===== config.mk =====
export PLATFORM = sky130hd
export DESIGN_NAME = datapath_ctrl
export DESIGN_NICKNAME = d
export VERILOG_FILES = /design/src/rtl/datapath_ctrl.sv
export SDC_FILE = /design/constraint.sdc
export NUM_CORES = 1
export LEC_CHECK = 0
export ABC_AREA = 0
export ABC_CLOCK_PERIOD_IN_PS = 2170
export CAP_MARGIN = 20
export CORE_MARGIN = 2
export CORE_UTILIZATION = 40
export DETAILED_ROUTE_END_ITERATION = 8
export GPL_TIMING_DRIVEN = 0
export PLACE_DENSITY = 0.79
export SYNTH_ARGS = -nofsm -noshare
export SYNTH_HDL_FRONTEND = slang
export SYNTH_SLANG_ARGS = --single-unit
export TNS_END_PERCENT = 5

===== constraint.sdc =====
create_clock -name clk -period 2.17 [get_ports clk]
set_clock_uncertainty 0.15 [all_clocks]
set_input_delay 0.217 -clock clk [delete_from_list [all_inputs] [get_ports clk]]
set_output_delay 0.217 -clock clk [all_outputs]
set_load 0.005 [all_outputs]

===== src/rtl/datapath_ctrl.sv =====
// Instruction sequencer for the 16-bit register/ALU datapath: accepts one
// instruction over valid/ready, decodes it and steps a Moore FSM through the datapath controls.
module datapath_ctrl #(
    parameter int CNT_W = 16
) (
    input  logic             clk,
    input  logic             reset_n,
    input  logic             instr_valid,
    input  logic [15:0]      instr,
    output logic             ready,
    output logic [2:0]       readnum,
    output logic [2:0]       writenum,
    output logic             write,
    output logic             loada,
    output logic             loadb,
    output logic             loadc,
    output logic             loads,
    output logic             asel,
    output logic             bsel,
    output logic [1:0]       shift,
    output logic [1:0]       ALUop,
    output logic [3:0]       vsel,
    output logic [15:0]      sximm8,
    output logic [15:0]      sximm5,
    output logic             done,
    output logic             illegal,
    output logic             halted,
    output logic [CNT_W-1:0] retired
);

    typedef enum logic [2:0] {
        S_WAIT   = 3'd0,
        S_DECODE = 3'd1,
        S_GET_A  = 3'd2,
        S_GET_B  = 3'd3,
        S_EXEC   = 3'd4,
        S_WR_REG = 3'd5,
        S_WR_IMM = 3'd6,
        S_HALT   = 3'd7
    } state_t;

    state_t           state_r;
    state_t           next_s;
    logic [15:0]      ir_r;
    logic [CNT_W-1:0] retired_r;

    logic [2:0] opcode_s;
    logic [1:0] op_s;
    logic       is_mov_imm_s;
    logic       is_mov_reg_s;
    logic       is_mvn_s;
    logic       is_alu_s;
    logic       is_cmp_s;
    logic       is_halt_s;

    assign opcode_s     = ir_r[15:13];
    assign op_s         = ir_r[12:11];
    assign is_mov_imm_s = (opcode_s == 3'b110) && (op_s == 2'b10);
    assign is_mov_reg_s = (opcode_s == 3'b110) && (op_s == 2'b00);
    assign is_mvn_s     = (opcode_s == 3'b101) && (op_s == 2'b11);
    assign is_alu_s     = (opcode_s == 3'b101) && ((op_s == 2'b00) || (op_s == 2'b10));
    assign is_cmp_s     = (opcode_s == 3'b101) && (op_s == 2'b01);
    assign is_halt_s    = (opcode_s == 3'b111);

    assign sximm8  = {{8{ir_r[7]}}, ir_r[7:0]};
    assign sximm5  = {{11{ir_r[4]}}, ir_r[4:0]};
    assign retired = retired_r;

    // State register
    always_ff @(posedge clk or negedge reset_n) begin
        if (!reset_n) begin
            state_r <= S_WAIT;
        end else begin
            state_r <= next_s;
        end
    end

    // Instruction register, loaded only on a handshake in WAIT
    always_ff @(posedge clk or negedge reset_n) begin
        if (!reset_n) begin
            ir_r <= 16'h0000;
        end else if ((state_r == S_WAIT) && instr_valid) begin
            ir_r <= instr;
        end else begin
            ir_r <= ir_r;
        end
    end

    // Retired-instruction counter; wraps silently
    always_ff @(posedge clk or negedge reset_n) begin
        if (!reset_n) begin
            retired_r <= '0;
        end else if (done) begin
            retired_r <= retired_r + CNT_W'(1);
        end else begin
            retired_r <= retired_r;
        end
    end

    // Next-state logic
    always_comb begin
        next_s = state_r;
        case (state_r)
            S_WAIT: begin
                if (instr_valid) next_s = S_DECODE;
                else             next_s = S_WAIT;
            end
            S_DECODE: begin
                if (is_mov_imm_s)                 next_s = S_WR_IMM;
                else if (is_mov_reg_s || is_mvn_s) next_s = S_GET_B;
                else if (is_alu_s || is_cmp_s)     next_s = S_GET_A;
                else if (is_halt_s)                next_s = S_HALT;
                else                               next_s = S_WAIT;
            end
            S_GET_A:  next_s = S_GET_B;
            S_GET_B:  next_s = S_EXEC;
            S_EXEC: begin
                if (is_cmp_s) next_s = S_WAIT;
                else          next_s = S_WR_REG;
            end
            S_WR_REG: next_s = S_WAIT;
            S_WR_IMM: next_s = S_WAIT;
            S_HALT:   next_s = S_HALT;
            default:  next_s = S_WAIT;
        endcase
    end

    // Moore output decode from state and IR
    always_comb begin
        ready    = 1'b0;
        readnum  = 3'd0;
        writenum = 3'd0;
        write    = 1'b0;
        loada    = 1'b0;
        loadb    = 1'b0;
        loadc    = 1'b0;
        loads    = 1'b0;
        asel     = 1'b0;
        bsel     = 1'b0;
        shift    = 2'b00;
        ALUop    = 2'b00;
        vsel     = 4'b0001;
        done     = 1'b0;
        illegal  = 1'b0;
        halted   = 1'b0;
        case (state_r)
            S_WAIT: ready = 1'b1;
            S_DECODE: begin
                if (is_mov_imm_s || is_mov_reg_s || is_mvn_s || is_alu_s || is_cmp_s || is_halt_s) begin
                    illegal = 1'b0;
                end else begin
                    illegal = 1'b1;
                end
            end
            S_GET_A: begin
                readnum = ir_r[10:8];
                loada   = 1'b1;
            end
            S_GET_B: begin
                readnum = ir_r[2:0];
                loadb   = 1'b1;
            end
            S_EXEC: begin
                shift = ir_r[4:3];
                // CMP only updates status and retires here, without a writeback
                if (is_mov_reg_s) begin
                    asel  = 1'b1;
                    ALUop = 2'b00;
                    loadc = 1'b1;
                end else if (is_mvn_s) begin
                    ALUop = 2'b11;
                    loadc = 1'b1;
                end else if (is_cmp_s) begin
                    ALUop = 2'b01;
                    loads = 1'b1;
                    done  = 1'b1;
                end else begin
                    ALUop = op_s;
                    loadc = 1'b1;
                end
            end
            S_WR_REG: begin
                writenum = ir_r[7:5];
                vsel     = 4'b1000;
                write    = 1'b1;
                done     = 1'b1;
            end
            S_WR_IMM: begin
                writenum = ir_r[10:8];
                vsel     = 4'b0010;
                write    = 1'b1;
                done     = 1'b1;
            end
            S_HALT: halted = 1'b1;
            default: ready = 1'b0;
        endcase
    end

endmodule

==> results.tsv <==
metric	value	unit
status	complete, but fails checks	
violations in the final reports	setup timing	
die width	75.0	um
later-pin clock latency in the skew report	0.29	ns
maximum level of the CTS H-tree	2	
Top Family by Delay on Critical Path	buffers and inverters	
xor-xnor portion of the synthesized cell area	6.96	%
worst hold path endpoint	retired[15]	
first-pass GRT wire length	7410	um
All-Layer GR Usage	17.7	%
synthesized netlist cell count	196	
final net count	319	
unrepaired setup endpoints after global routing	true	
required time of the critical path	1.80	ns
Switch Pwr	1230	uW
master of the slowest instance on the critical path	sky130_fd_sc_hd__clkdlybuf4s50_1	
fraction of final layout cells sized beyond drive strength 1	29.3	%
Reg2Reg Depth	6	
Cell Int Power	2810	uW
average cell area after synthesis	10.3	um2
number of routed nets with antenna violations	0	
average wire per standard cell	13.8	um
Root Driver	sky130_fd_sc_hd__clkbuf_8	
top cell type's share of synthesized area	43.5	%
max-capacitance violation count	0	
post-route core utilization	67.9	%
Worst Setup Slack, final	-0.0194	ns
Placed Area	2990	um2
total number of vias	1769	
CTS tree	yes	
final cell area excluding filler cells	3250	um2
Critical Path Sink Type	primary output	
setup violators final	2	
first-pass detailed-route iteration total	4	
final total negative setup slack	-0.0256	ns
pin count of the biggest net entering global routing	36	
Leakage Power	0.00150	uW
highest achievable clock rate	457	MHz
final critical path time including I/O delays and setup	2.19	ns
adder and majority gate portion of the synthesized area	0.621	%
Residual DRC	0	
yosys warns	0	
dominant combinational cell family by area after synthesis	simple AND/OR/NAND/NOR gates	
CTS sink count	35	
Synth Area in Simple Gates	17.8	%
largest cells by area after synthesis	sky130_fd_sc_hd__dfrtp_1, sky130_fd_sc_hd__buf_4, sky130_fd_sc_hd__mux2_2	
CORE AREA	4790	um2
total die area	5620	um2
startpoint type of the worst setup path	register	
worst reg-to-reg setup slack	0.14	ns
number of port buffers	89	
final number of max-transition violations	0	
sequential group share of total power	28.6	%
Detailed Place HPWL	3570	um
number of vias per cell after detailed routing	4.82	
largest stage delay on the critical path	0.50	ns
Post-Syn Area	2010	um2
post-placement setup slack	-0.117	ns
path class of the lowest-slack min-delay path	register to register	
worst supply voltage drop on vdd	568	uV
largest area contributor in the synthesized netlist	sky130_fd_sc_hd__dfrtp_1	
CTS Buf Count	5	
number of DRC markers in iteration 0	74	
largest driver fanout on the critical path	8	
clock transition at the register clock pins on the worst setup and hold paths after CTS	0.08	ns
slew margin rel.	47.6	%
Worst-Margin Slew	0.786	ns
Yosys reg bits	35	
signal arrival time at the worst endpoint	1.82	ns
Row Count	25	
number of antenna violations at the first check in global routing	0	
period utilization	101	%
Crit path buffers/inverters	2	
routability cong.	0.833	
combinational cell fraction of total power	54.1	%
worst hold path cell count	1	
Clock power frac	17.3	%
final hold viol count	0	
die span in y	75.0	um
Cell Pwr Density	1240	nW/um2
complex-gate fraction of the synthesized area	7.02	%
via count of the first global-routing pass	1604	
Cell variety after synth	38	
number of placed I/O pins	92	
effective utilization at floorplan	42.1	%
total gr overflow	0	
endpoint of the worst register-to-register path	ir_r[12]	
layout filler cell count	382	
overall power of the completed layout	4030	uW
# diodes	0	
startpoint of the most critical hold path	retired[15]	
Worst Path Class, Setup	register to primary output	
beginning of the worst register-to-register path	state_r[1]	
CP Cell Sequence	buf_8 > nor3b_2 > and2_1 > clkdlybuf4s50_1	
layout overhead on the synthesized area	61.2	%
share of total power consumed by net switching	30.4	%
buffer levels on the longest clock path	2	
multiplexer fraction of the synthesized cell area	8.39	%
portion of the post-synthesis area used by sequential elements	43.5	%
post-detailed-routing wire length	5080	um
==> area by class of cell <==
class                      count  area [um2]  share of cell area (%)
timing repair buffer          97         946                    29.1
tap                           67        83.8                    2.58
clock buffer                   6        72.6                    2.23
inverter                       5        21.3                   0.655
clock inverter                 2        60.1                    1.85
buffer                        40         309                    9.51
multi-input combinational    115         877                    27.0
sequential                    35         878                    27.0
==> repair_timing <==
item | in CTS | in global routing
resized for setup | 27 | 8
buffers inserted | 4 | 3
pin swaps | 3 | 3
hold buffers | 1 | 0
endpoints found under the hold margin | 35 | 0
setup endpoints to repair | 22 | 8
==> per-stage QoR <==
stage | instances | hold WS, ns
after global placement | 353 | 0.311
final | 367 | 0.330
after global routing | 367 | 0.348
after CTS | 364 | 0.327
after floorplan | 197 | -0.229
after detailed placement | 353 | 0.200
==> cells by family (layout without fill, tap and decap cells) <==
| logic type | Yosys count | count (layout) |
|---|---|---|
| AOI/OAI and AO/OA | 17 | 17 |
| xor gates and xnor gates | 16 | 16 |
| adders and majority gates | 1 | 1 |
| buffers and inverters | 47 | 150 |
| DFF | 35 | 35 |
| muxes | 15 | 15 |
| other | 1 | 2 |
| and+or+nand+nor | 64 | 64 |
==> synth_stat cells, drive strengths merged <==
library cell,instances
nor4,1
nand2,15
a31oi,1
o2111ai,1
a21oi,1
a22o,6
o211ai,1
and2,3
a211oi,1
mux2,15
or2,1
and3,5
nand4,4
nor2,9
conb,1
nor2b,1
xnor2,9
buf,39
nand2b,1
dfrtp,35
o21ai,4
and3b,2
and4,2
nand3,10
a211o,1
ha,1
inv,5
clkbuf,3
nor3b,3
nor3,6
o21a,1
xor2,7
nand3b,1
==> cells in the final DEF, fill, tap and decap left out, drive strengths merged, types with 2 or more instances in the layout <==
cell,n
dlymetal6s2s,3
a22o,6
inv,5
o21ai,4
nand2,15
clkdlybuf4s50,78
and4,2
dfrtp,35
clkbuf,7
xor2,7
xnor2,9
nor3,6
nor2,9
and3,5
and2,3
and3b,2
conb,2
bufinv,2
nand4,4
dlygate4sd2,6
nand3,10
buf,48
mux2,15
nor3b,3
==> registers in the layout, summed over array words and instances (netlist names) <==
register,count
ir_r,16
retired,16
state_r,3
==> layer usage <==
metal / share of wire [%] / vias to the layer above / global-route usage (%)
met5: 0 / - / 0
met4: 1.3 / 0 / 6.75
met3: 9.4 / 7 / 6.29
met2: 48 / 74 / 28.8
met1: 41 / 852 / 21.4
li1: - / 836 / -
==> power by group through the flow <==
stage	Combinational (uW)	Clock [uW]	Sequential, uW
after CTS	2160	712	1150
after detailed placement	2070	0	1150
after global placement	2030	0	1140
after global routing	2350	740	1200
final	2180	699	1150
after floorplan	1090	0	1080
==> how the worst max path moves through the flow <==
stage | from | end | slack [ns] | cells past startpoint
2_1_floorplan | state_r[2] | ir_r[10] | 0.44 | 6
3_3_place_gp | state_r[1] | readnum[0] | -0.10 | 4
3_5_place_dp | state_r[1] | readnum[0] | -0.12 | 4
4_1_cts | state_r[1] | illegal | -0.03 | 4
5_1_grt | state_r[2] | readnum[2] | -0.07 | 5
6_report | state_r[1] | illegal | -0.02 | 4
==> worst register-to-register path, cell delays in order (launching register included) <==
cell	delay, ns
sky130_fd_sc_hd__dfrtp_1	0.43
sky130_fd_sc_hd__buf_4	0.16
sky130_fd_sc_hd__nor3_2	0.19
sky130_fd_sc_hd__and2_1	0.15
sky130_fd_sc_hd__buf_2	0.24
sky130_fd_sc_hd__buf_4	0.24
sky130_fd_sc_hd__mux2_2	0.35
No activity file was read; power rests on OpenSTA's default activity.
